--- src/rtl/sva_stim_sequencer_if.sv ---
// rtl/sva_stim_sequencer_if.sv - control/config/stimulus bundle for sva_stim_sequencer
//
// Signals:
//   start, abort                  launch / terminate a sequence
//   cfg_delay, cfg_high, cfg_low  durations in cycles (CNT_W bits)
//   cfg_reps                      number of pulses (REP_W bits)
//   sig_a, chk_en, busy           generated stimulus, checker enable, activity
//   done, aborted                 one-cycle completion / termination pulses
//   rep_cnt                       completed pulses in current/last sequence
// Modports: master drives start/abort/cfg_*, slave (the sequencer) drives the rest.
interface sva_stim_sequencer_if #(
    parameter int CNT_W = 8,
    parameter int REP_W = 4
);
    logic             start;
    logic             abort;
    logic [CNT_W-1:0] cfg_delay;
    logic [CNT_W-1:0] cfg_high;
    logic [CNT_W-1:0] cfg_low;
    logic [REP_W-1:0] cfg_reps;
    logic             sig_a;
    logic             chk_en;
    logic             busy;
    logic             done;
    logic             aborted;
    logic [REP_W-1:0] rep_cnt;

    modport master (
        output start, abort, cfg_delay, cfg_high, cfg_low, cfg_reps,
        input  sig_a, chk_en, busy, done, aborted, rep_cnt
    );

    modport slave (
        input  start, abort, cfg_delay, cfg_high, cfg_low, cfg_reps,
        output sig_a, chk_en, busy, done, aborted, rep_cnt
    );
endinterface

--- src/rtl/sva_stim_sequencer.sv ---
// rtl/sva_stim_sequencer.sv - clocked burst-pulse stimulus sequencer with checker enable
//
// Ports:
//   clk    in  clock, all state on posedge
//   rst_n  in  asynchronous active-low reset
//   bus    slave modport of sva_stim_sequencer_if (start/abort/cfg_* in,
//          sig_a/chk_en/busy/done/aborted/rep_cnt out)
// Every output is a register computed from the next state, so there is no
// combinational path from any input to any output.
module sva_stim_sequencer #(
    parameter int CNT_W = 8,
    parameter int REP_W = 4
) (
    input  logic                  clk,
    input  logic                  rst_n,
    sva_stim_sequencer_if.slave   bus
);
    typedef enum logic [1:0] {S_IDLE, S_DELAY, S_HIGH, S_LOW} state_t;

    localparam logic [CNT_W-1:0] CNT_ONE = CNT_W'(1);
    localparam logic [CNT_W-1:0] CNT_ZERO = '0;
    localparam logic [REP_W-1:0] REP_ONE = REP_W'(1);

    state_t           state_q, state_d;
    logic [CNT_W-1:0] cnt_q, cnt_d;
    // Shadow copies of the pulse widths, stored as N-1 with 0 promoted to 1.
    logic [CNT_W-1:0] high_m1_q, high_m1_d;
    logic [CNT_W-1:0] low_m1_q, low_m1_d;
    logic [REP_W-1:0] reps_q, reps_d;
    logic [REP_W-1:0] rep_cnt_q, rep_cnt_d;
    logic             done_q, done_d;
    logic             aborted_q, aborted_d;
    logic             sig_a_q, chk_en_q, busy_q;

    logic [CNT_W-1:0] cfg_high_m1;
    logic [CNT_W-1:0] cfg_low_m1;
    logic [REP_W-1:0] rep_next;

    assign cfg_high_m1 = (bus.cfg_high == CNT_ZERO) ? CNT_ZERO : bus.cfg_high - CNT_ONE;
    assign cfg_low_m1  = (bus.cfg_low  == CNT_ZERO) ? CNT_ZERO : bus.cfg_low  - CNT_ONE;
    assign rep_next    = rep_cnt_q + REP_ONE;

    always_comb begin
        state_d   = state_q;
        cnt_d     = cnt_q;
        high_m1_d = high_m1_q;
        low_m1_d  = low_m1_q;
        reps_d    = reps_q;
        rep_cnt_d = rep_cnt_q;
        done_d    = 1'b0;
        aborted_d = 1'b0;
        if (state_q == S_IDLE) begin
            // abort in IDLE only suppresses a coincident start.
            if (bus.start && !bus.abort) begin
                high_m1_d = cfg_high_m1;
                low_m1_d  = cfg_low_m1;
                reps_d    = bus.cfg_reps;
                rep_cnt_d = '0;
                if (bus.cfg_reps == '0) begin
                    done_d = 1'b1;
                end else if (bus.cfg_delay == CNT_ZERO) begin
                    state_d = S_HIGH;
                    cnt_d   = cfg_high_m1;
                end else begin
                    state_d = S_DELAY;
                    cnt_d   = bus.cfg_delay - CNT_ONE;
                end
            end
        end else if (bus.abort) begin
            // Abort beats everything, including the final LOW exit.
            state_d   = S_IDLE;
            cnt_d     = '0;
            aborted_d = 1'b1;
        end else if (cnt_q != CNT_ZERO) begin
            cnt_d = cnt_q - CNT_ONE;
        end else begin
            case (state_q)
                S_DELAY: begin
                    state_d = S_HIGH;
                    cnt_d   = high_m1_q;
                end
                S_HIGH: begin
                    state_d = S_LOW;
                    cnt_d   = low_m1_q;
                end
                S_LOW: begin
                    rep_cnt_d = rep_next;
                    if (rep_next == reps_q) begin
                        state_d = S_IDLE;
                        done_d  = 1'b1;
                    end else begin
                        state_d = S_HIGH;
                        cnt_d   = high_m1_q;
                    end
                end
                default: state_d = S_IDLE;
            endcase
        end
    end

    always_ff @(posedge clk or negedge rst_n) begin
        if (!rst_n) begin
            state_q   <= S_IDLE;
            cnt_q     <= '0;
            high_m1_q <= '0;
            low_m1_q  <= '0;
            reps_q    <= '0;
            rep_cnt_q <= '0;
            done_q    <= 1'b0;
            aborted_q <= 1'b0;
            sig_a_q   <= 1'b0;
            chk_en_q  <= 1'b0;
            busy_q    <= 1'b0;
        end else begin
            state_q   <= state_d;
            cnt_q     <= cnt_d;
            high_m1_q <= high_m1_d;
            low_m1_q  <= low_m1_d;
            reps_q    <= reps_d;
            rep_cnt_q <= rep_cnt_d;
            done_q    <= done_d;
            aborted_q <= aborted_d;
            sig_a_q   <= (state_d == S_HIGH);
            chk_en_q  <= (state_d == S_HIGH) || (state_d == S_LOW);
            busy_q    <= (state_d != S_IDLE);
        end
    end

    assign bus.sig_a   = sig_a_q;
    assign bus.chk_en  = chk_en_q;
    assign bus.busy    = busy_q;
    assign bus.done    = done_q;
    assign bus.aborted = aborted_q;
    assign bus.rep_cnt = rep_cnt_q;
endmodule

--- src/flat_wrapper.sv ---
// flat-port wrapper written by rule: the top's interface ports become plain ports
module sva_stim_sequencer_flat 
#(
    parameter int CNT_W = 8,
    parameter int REP_W = 4
)
  (clk, rst_n, bus_start, bus_abort, bus_cfg_delay, bus_cfg_high, bus_cfg_low, bus_cfg_reps, bus_sig_a, bus_chk_en, bus_busy, bus_done, bus_aborted, bus_rep_cnt);
  sva_stim_sequencer_if #(.CNT_W(CNT_W), .REP_W(REP_W)) bus_i ();
  input  logic clk;
  input  logic rst_n;
  input wire logic [$bits(bus_i.start)-1:0] bus_start;
  input wire logic [$bits(bus_i.abort)-1:0] bus_abort;
  input wire logic [$bits(bus_i.cfg_delay)-1:0] bus_cfg_delay;
  input wire logic [$bits(bus_i.cfg_high)-1:0] bus_cfg_high;
  input wire logic [$bits(bus_i.cfg_low)-1:0] bus_cfg_low;
  input wire logic [$bits(bus_i.cfg_reps)-1:0] bus_cfg_reps;
  output wire logic [$bits(bus_i.sig_a)-1:0] bus_sig_a;
  output wire logic [$bits(bus_i.chk_en)-1:0] bus_chk_en;
  output wire logic [$bits(bus_i.busy)-1:0] bus_busy;
  output wire logic [$bits(bus_i.done)-1:0] bus_done;
  output wire logic [$bits(bus_i.aborted)-1:0] bus_aborted;
  output wire logic [$bits(bus_i.rep_cnt)-1:0] bus_rep_cnt;
  assign bus_i.start = bus_start;
  assign bus_i.abort = bus_abort;
  assign bus_i.cfg_delay = bus_cfg_delay;
  assign bus_i.cfg_high = bus_cfg_high;
  assign bus_i.cfg_low = bus_cfg_low;
  assign bus_i.cfg_reps = bus_cfg_reps;
  assign bus_sig_a = bus_i.sig_a;
  assign bus_chk_en = bus_i.chk_en;
  assign bus_busy = bus_i.busy;
  assign bus_done = bus_i.done;
  assign bus_aborted = bus_i.aborted;
  assign bus_rep_cnt = bus_i.rep_cnt;
  sva_stim_sequencer #(.CNT_W(CNT_W), .REP_W(REP_W)) u_core (.clk(clk), .rst_n(rst_n), .bus(bus_i));
endmodule
--- config.mk ---
export PLATFORM = sky130hd
export DESIGN_NAME = sva_stim_sequencer_flat
export DESIGN_NICKNAME = d
export VERILOG_FILES = /design/src/rtl/sva_stim_sequencer_if.sv /design/src/rtl/sva_stim_sequencer.sv /design/src/flat_wrapper.sv
export SDC_FILE = /design/constraint.sdc
export NUM_CORES = 1
export LEC_CHECK = 0
export BUFFER_PORTS_ARGS = -buffer_cell sky130_fd_sc_hd__buf_2
export CAP_MARGIN = 40
export CORE_MARGIN = 3
export CORE_UTILIZATION = 25
export CTS_BUF_LIST = sky130_fd_sc_hd__clkbuf_2 sky130_fd_sc_hd__clkbuf_4 sky130_fd_sc_hd__clkbuf_8
export CTS_CLUSTER_SIZE = 20
export DETAILED_ROUTE_END_ITERATION = 10
export GPL_TIMING_DRIVEN = 1
export HOLD_SLACK_MARGIN = 0.02
export PLACE_DENSITY_LB_ADDON = 0.1
export SKIP_CTS_REPAIR_TIMING = 1
export SLEW_MARGIN = 20
export SYNTH_ARGS = -nofsm -noshare
export SYNTH_HDL_FRONTEND = slang
export SYNTH_SLANG_ARGS = --single-unit
--- constraint.sdc ---
create_clock -name clk -period 2.68 [get_ports clk]
set_clock_uncertainty 0.05 [all_clocks]
set_input_delay 0.134 -clock clk [delete_from_list [all_inputs] [get_ports clk]]
set_output_delay 0.134 -clock clk [all_outputs]
set_load 0.01 [all_outputs]
### Word level (Yosys, flattened, before mapping)

Cells that the tools add are included.

* reduce and logical (&&, ||, !) cells: 15
* $add $sub $neg: 5
* multiplexer cells: 32
* equal/unequal tests: 11

Operators by type and width (number)
* $mux 8: 9
* $sub 8x1->8 const B: 4
* $logic_not 8->1: 3
* $pmux 8 s3: 1
* $mux 4: 5
* $mux 2: 7
* $mux 1: 9
* $eq 2x2->1 const B: 4
* $reduce_and 4->1: 2
* $reduce_bool 8->1: 1
* $pmux 2 s3: 1
* $reduce_bool 6->1: 1
* $ne 5x3->1 const B: 1
* $add 4x1->4 const B: 1
* $eq 4x4->1: 1
* $logic_not 4->1: 1
* $ne 2x1->1 const B: 2
* $ne 2x2->1 const B: 2
* $reduce_bool 2->1: 2
* $eq 2x1->1 const B: 1
* $logic_not 2->1: 1
* $reduce_and 2->1: 1
* $logic_and 1x1->1: 1
* $logic_not 1->1: 1
* $logic_or 1x1->1: 1

* logic and storage cells: 74
* register bits after elaboration: 39
* output and inout bits: 9
* bits of input ports: 32

### Longest topological paths before layout

Gate-level depths: netlist of run 1.

* depth after elaboration: 9
* depth in mapped cells: 9
* depth with buffers taken out: 7

### Worst setup path before layout of run 1

OpenSTA, ideal clock, no wires.

* path type: flip-flop to flip-flop
* start point: register u_core.state_q[0]
* end point: register u_core.cnt_q[4]
* path buffers: 2
* required time: 2.505 ns
* clock period less this slack: 2.243 ns
* setup slack: 0.437 ns
* arrival time: 2.068 ns
* setup time: 0.125 ns
* cell stages (with the launch flop): 10
* cells stage by stage: dfrtp_1 > inv_1 > ha_1 > clkbuf_1 > nor2_1 > nand3_2 > and2_1 > buf_6 > a21o_1 > mux2_4

* word-level cells in the longest chain between the ends: 5
* elaborated cells between the ends (all ways): 13
* those cells by class: 6 x eq/ne; 4 x mux; 3 x reduce/logical

Ends and longest elaborated chain
* from (decl): line sva_stim_sequencer.sv:24 `state_t state_q, state_d;`
* from (signal assigned): line sva_stim_sequencer.sv:115 `state_q <= state_d;`
* $eq 2x2->1 / $eq 2x1->1 (equally long branches): line sva_stim_sequencer.sv:77 `case (state_q)`
* $pmux 8 s3: line sva_stim_sequencer.sv:77
* $mux 8: line sva_stim_sequencer.sv:74 `end else if (cnt_q != CNT_ZERO) begin`
* $mux 8: line sva_stim_sequencer.sv:69 `end else if (bus.abort) begin`
* $mux 8: line sva_stim_sequencer.sv:52 `if (state_q == S_IDLE) begin`
* to (signal assigned): line sva_stim_sequencer.sv:116 `cnt_q <= cnt_d;`
* to (decl): line sva_stim_sequencer.sv:25 `logic [CNT_W-1:0] cnt_q, cnt_d;`

Parallel ways exist; a longest one is shown, timed or not.
A chain may end at the register's enable or synchronous reset.

### Worst setup path in the final report of run 1

* start point: register u_core.cnt_q[0]
* end point: register u_core.cnt_q[4]

* word-level cells in the longest chain between the ends: 4
* elaborated cells between the ends (all ways): 8
* those cells by class: 1 x add/sub; 1 x eq/ne; 3 x mux; 3 x reduce/logical

Ends and longest elaborated chain (line)
* $sub 8x1->8 / $reduce_bool 8->1 (equally long branches): sva_stim_sequencer.sv:75, sva_stim_sequencer.sv:74
* $mux 8: sva_stim_sequencer.sv:74
* $mux 8: sva_stim_sequencer.sv:69
* $mux 8: sva_stim_sequencer.sv:52

Parallel ways exist; a longest one is shown, timed or not.

==> metrics, run 1 <==
Routability Congestion 0.789; die area 11900 um2; CP Data Arrival Time 2.53 ns; Num CTS Buffers 5; register area share after synthesis 36.6%; Worst-Margin Slew 0.569 ns; critical path class register to register; Final Cycle Share 89.4%; mapped cell area 2670 um2; TritonCTS clock tree yes; total grt overflow 0; commonest cells after routing, fill and taps aside buf_2, dfrtp_1, nand2_1; clock sinks 39; most frequently used flop master after synthesis dfrtp_1; gr usage total 12.8%; total number of vias 2251; layout cells sized above 1 24.7%; Slew HR 61.1%; max-capacitance violation count 0; vias in the first global route 2178; Area growth syn-to-layout 20.5%; Ports 41; hold crit path type input pin to register; initial antenna violation count 0; clock buffer depth 2; DP Worst Slack 0.327 ns; outcome finished, final reports clean; fill count 1101; Final nets 369; Post-Route WL 7260 um; clock latency on the worst-skew pair 0.30 ns; R2R setup slack 0.28 ns; post-synthesis async set-or-reset flop share 100%; Post-Syn Instances 278; Startpoint Class register; WHS Path Cells 2; largest net degree at the start of global routing 30; number of diodes 0; vias per inst 4.85; CP endpoint kind register; Leak 1.42 nW; reg2reg end u_core.cnt_q[4]; Final ANT Viol Nets 0; setup TNS 0 ns; initial core utilization 25.8%; Worst Hold End u_core.reps_q[3]; Seq cells post-synth 39; width of the die 109 um; H-tree levels 2; Hold Vio Cnt, Final 0; Worst Path Required 2.81 ns; Iter 0 DRT Violations 102; Final setup viols 0; PwrDens 809 nW/um2; first-pass GRT wire length 11700 um; drt drc 0; fin crit period 2.40 ns; Port Buffer Count 40; RSZ-0062 raised after global routing no; Mapped Nets 320; post-synthesis cell type count 71; Core ar. 10300 um2; Routed WL per cell 15.6 um; syn avg cell area 9.59 um2; VDD IR-drop max 0.208 mV; Worst-path clk slew 0.09 ns; CTS root buffer clkbuf_8; commonest non-fill, non-tap cell in the layout buf_2; reg2reg start u_core.cnt_q[0]; fmax 0.417 GHz; Post-synth EDFFs 0; HP Start bus_cfg_reps[3]; die height 109 um; drt first pass iters 4; fin worst setup slack 0.283 ns; num rows 37; Worst Path Max Fanout 9; Synth warnings 0; Worst R2R Path Depth 7; final slew viol count 0; Detail Placement HPWL 5820 um
## layer usage
layer / part of all wire [%] / wire length (um) / GRT usage [%]
met5: 0 / 0 / 0
met1: 49 / 3570 / 17.9
met4: 1.2 / 86 / 3.56
met3: 2.8 / 204 / 2.31
met2: 47 / 3400 / 20.4
## through the flow
step	hold WS [ns]	cells	utilization (%)	power (mW)	instance area, um2
after global placement	0.286	453	29.6	2.12	3060
after detailed placement	0.00401	454	29.8	2.10	3080
after global routing	0.0345	464	31.1	2.80	3210
final	0.0393	464	31.1	2.60	3210
after CTS	-0.322	462	30.9	2.62	3190
after floorplan	-0.212	278	-	1.74	2670
## registers in the layout (all words and copies together), names as in the netlist
signal              count
u_core.bus.rep_cnt      4
u_core.bus.chk_en       1
u_core.bus.busy         1
u_core.low_m1_q         8
u_core.bus.sig_a        1
u_core.bus.aborted      1
u_core.state_q          2
u_core.bus.done         1
u_core.high_m1_q        8
u_core.reps_q           4
u_core.cnt_q            8
## worst max-delay path: stages, from the launching register on
cell and delay [ns]:
dfrtp_1 0.41, inv_1 0.09, ha_1 0.21, or4b_1 0.62, nor2_4 0.29, a22oi_1 0.14, a32o_1 0.22, mux2_4 0.25
## worst max path at each step
stage,start,endpoint,cells past startpoint
after floorplan,u_core.state_q[0],u_core.cnt_q[4],9
after global placement,u_core.cnt_q[0],u_core.cnt_q[4],7
after detailed placement,u_core.cnt_q[0],u_core.cnt_q[4],7
after CTS,u_core.cnt_q[0],u_core.bus.busy,7
after global routing,u_core.cnt_q[0],u_core.bus.busy,7
final,u_core.cnt_q[0],u_core.cnt_q[4],7
## cell families after synthesis
group / after synthesis / share of synthesized area, %
AND/OR/NAND/NOR: 91 / 20.1
AO/OA/AOI/OAI: 76 / 21.0
flip-flops: 39 / 36.6
buffers and inverters: 27 / 4.23
multiplexers: 19 / 7.61
XOR/XNOR: 16 / 5.77
adder cells (fa/ha/maj): 10 / 4.69
## cell usage after synthesis, drive strengths merged, types with 3 or more instances
cell type | number | area share, %
nor2 | 12 | 2.0
o31a | 4 | 1.3
o211ai | 4 | 1.1
inv | 16 | 2.3
mux2 | 7 | 3.1
xnor2 | 8 | 2.6
nor2b | 3 | 0.70
a211oi | 6 | 2.1
xor2 | 7 | 2.3
a31oi | 5 | 1.2
a21oi | 4 | 0.75
nor3 | 10 | 2.3
mux2i | 12 | 4.5
dfrtp | 39 | 37
clkbuf | 6 | 0.85
nor4 | 3 | 1.5
ha | 10 | 4.7
nand2 | 27 | 3.8
nand2b | 4 | 0.94
buf | 5 | 1.1
o21ai | 22 | 4.3
or3 | 6 | 1.4
nand3 | 9 | 1.9
o31ai | 7 | 2.0
## power by group
part | internal [mW] | leakage (nW) | switching [mW]
clock network | 0.278 | 0.0581 | 0.229
logic | 0.472 | 0.873 | 0.608
registers | 0.812 | 0.491 | 0.199
## final cells by class
cell class | count | area, um2 | share of cell area, %
multi-input cells | 212 | 1580 | 49.1
inverters | 16 | 60.1 | 1.87
flip-flops and latches | 39 | 976 | 30.4
repair buffers | 53 | 315 | 9.82
clock buffers | 5 | 68.8 | 2.14
clock inverters | 3 | 43.8 | 1.36
well taps | 136 | 170 | 5.30
Power figures use the tool's default switching activity.
==> inputs of run 2 (changes only) <==
Settings changed: ABC_AREA from default to 1, PLACE_DENSITY_LB_ADDON 0.1 to default.
Clock period 2.68 ns to 2.5 ns, I/O delays scaled along.
==> metrics, run 2 <==
Placed Cells 564 (was 454); Final nets 479 (was 369); final slew viol count 0 (unchanged); fin worst setup slack 0.305 ns (was 0.283 ns); R2R setup slack 0.30 ns (was 0.28 ns); VDD IR-drop max 0.367 mV (was 0.208 mV); commonest cells after routing, fill and taps aside nand2_1, inv_1, buf_2 (was buf_2, dfrtp_1, nand2_1); top cells by count, synth nand2_1, inv_1, dfrtp_1 (was dfrtp_1, nand2_1, o21ai_0); Slew HR 60.5% (was 61.1%); Post-Syn Instances 393 (was 278); clock buffer depth 2 (unchanged); Worst-path clk slew 0.08 ns (was 0.09 ns); clock sinks 39 (unchanged); Worst Path Required 2.62 ns (was 2.81 ns); Worst Hold End u_core.reps_q[0] (was u_core.reps_q[3]); Routability Congestion 0.840 (was 0.789); post-synthesis async set-or-reset flop share 100% (unchanged); syn avg cell area 6.96 um2 (was 9.59 um2); Post-Route WL 6790 um (was 7260 um); Core ar. 10500 um2 (was 10300 um2); drt first pass iters 4 (unchanged); fill count 1197 (was 1101); CP cell instances inv_1, ha_1, inv_1, a21oi_1, o211ai_2, nand2_1, o21ai_1 (was inv_1, ha_1, or4b_1, nor2_4, a22oi_1, a32o_1, mux2_4); most frequently used flop master after synthesis dfrtp_1 (unchanged); initial antenna violation count 0 (unchanged); reg2reg start u_core.state_q[1] (was u_core.cnt_q[0]); WHS Path Cells 3 (was 2); layout cells sized above 1 17.6% (was 24.7%); clock latency on the worst-skew pair 0.30 ns (about the same); mapped cell area 2740 um2 (was 2670 um2); largest incremental delay on the critical path 0.56 ns (was 0.62 ns); Num CTS Buffers 5 (unchanged); CP endpoint kind register (unchanged); CTS root buffer clkbuf_8 (unchanged); reg2reg end u_core.bus.rep_cnt[2] (was u_core.cnt_q[4]); most frequent cell after synthesis nand2_1 (was dfrtp_1); register area share after synthesis 35.7% (was 36.6%); non-filler cells, final 574 (was 464); Hold Vio Cnt, Final 0 (unchanged); fin crit period 2.20 ns (was 2.40 ns); Storage cell area 976 um2 (unchanged); Startpoint Class register (unchanged); Area growth syn-to-layout 18.0% (was 20.5%); die height 111 um (was 109 um); Worst-Margin Slew 0.593 ns (was 0.569 ns); Detail Placement HPWL 5380 um (was 5820 um); total power 3.00 mW (was 2.60 mW); largest registers u_core.cnt_q x8, u_core.high_m1_q x8, u_core.low_m1_q x8 (unchanged); Port Buffer Count 40 (unchanged); Yosys top cell by area dfrtp_1 (unchanged); TritonCTS clock tree yes (unchanged); CP Data Arrival Time 2.31 ns (was 2.53 ns); Final Cycle Share 87.8% (was 89.4%); area of the multi-input gates 1490 um2 (was 1580 um2); commonest non-fill, non-tap cell in the layout nand2_1 (was buf_2); DP Worst Slack 0.341 ns (was 0.327 ns); vias per inst 4.48 (was 4.85); HP Start bus_cfg_reps[0] (was bus_cfg_reps[3]); Mapped Nets 435 (was 320); Worst R2R Path Depth 7 (unchanged); Routed WL per cell 11.8 um (was 15.6 um); fmax 0.456 GHz (was 0.417 GHz); width of the die 111 um (was 109 um); H-tree levels 2 (unchanged); total grt overflow 0 (unchanged); top cell type's share of synthesized area 35.7% (was 36.6%); max-capacitance violation count 0 (unchanged); number of diodes 0 (unchanged); RSZ-0062 raised after global routing no (unchanged); post-synthesis cell type count 34 (was 71); first-pass GRT wire length 11700 um (about the same); Synth area leaders dfrtp_1, nand2_1, inv_1 (was dfrtp_1, ha_1, mux2i_1); Final setup viols 0 (unchanged); Ports 41 (unchanged); Post-synth EDFFs 0 (unchanged); Leak 1.66 nW (was 1.42 nW); Final ANT Viol Nets 0 (unchanged); Top cell by count, worst path inv_1; vias in the first global route 2552 (was 2178); Util after Layout 30.9% (was 31.1%); Seq cells post-synth 39 (unchanged); slowest CP cell ha_1 (was or4b_1); outcome finished, final reports clean (unchanged); largest net degree at the start of global routing 30 (unchanged); num rows 37 (unchanged); initial core utilization 26.2% (was 25.8%); drt drc 0 (unchanged); critical path class register to register (unchanged); Synth warnings 0 (unchanged); Iter 0 DRT Violations 110 (was 102); PwrDens 930 nW/um2 (was 809 nW/um2); total number of vias 2569 (was 2251); setup TNS 0 ns (unchanged); Worst Path Max Fanout 14 (was 9); hold crit path type input pin to register (unchanged); gr usage total 11.5% (was 12.8%); die area 12200 um2 (was 11900 um2)
-- run 2: cell types whose count changed in the layout (fill, tap and decap cells not counted), sizes merged, moves of 12 or more --
cell,before,now
nand2,27,129
inv,16,62
nand3,9,33
o21ai,22,37
nor2,12,26
mux2i,12,0
-- run 2: metrics by stage --
step / hold WS, ns / cell area, um2
after global placement: 0.247 / 3080
after global routing: 0.0681 / 3230
after CTS: -0.358 / 3210
after floorplan: -0.221 / 2740
after detailed placement: -0.0317 / 3100
final: 0.0522 / 3230
-- run 2: kinds of logic (layout without fill, tap and decap cells) --
kind of cell	Yosys count	after routing	synth area share, %
AND/OR/NAND/NOR	200	200	33.0
flip-flops	39	39	35.7
AO/OA/AOI/OAI	64	64	13.3
XOR/XNOR	11	11	3.52
adder cells (fa/ha/maj)	10	10	4.57
buffers and inverters	69	114	9.97
-- run 2: worst max-delay path: cells and delay by family, from the launching register on --
family                     cells  cell delay, ns
AOI/OAI and AO/OA              3            0.49
adders and majority gates      1            0.56
buffers and inverters          2            0.45
DFF                            1            0.43
and+or+nand+nor                1            0.09
-- run 2: worst max path at each step --
stage / endpoint / from / depth (start not counted)
2_1_floorplan: u_core.cnt_q[0] / u_core.state_q[0] / 10
3_3_place_gp: u_core.cnt_q[7] / u_core.state_q[0] / 10
3_5_place_dp: u_core.bus.rep_cnt[2] / u_core.state_q[1] / 7
4_1_cts: u_core.bus.rep_cnt[2] / u_core.state_q[1] / 7
5_1_grt: u_core.bus.rep_cnt[0] / u_core.state_q[0] / 7
6_report: u_core.bus.rep_cnt[2] / u_core.state_q[1] / 7
-- run 2: metal layers --
metal / global-route usage, % / up-vias / wire (um)
met5: 0 / - / 0
met4: 4.68 / 0 / 146
met3: 2.19 / 11 / 298
met2: 18.4 / 59 / 3000
met1: 15.3 / 1154 / 3350
li1: - / 1345 / -
-- run 2: where the power goes --
part	internal, mW	switching [mW]
registers	0.895	0.174
logic	0.503	0.894
clock network	0.297	0.241
total	1.70	1.31
-- run 2: final cells by class --
cell class	count	share of cell area, %
Clock buffer	5	2.13
Inverter	62	7.28
Multi-Input combinational cell	285	46.1
Sequential cell	39	30.2
Tap cell	136	5.27
Timing Repair Buffer	44	7.67
Clock inverter	3	1.36
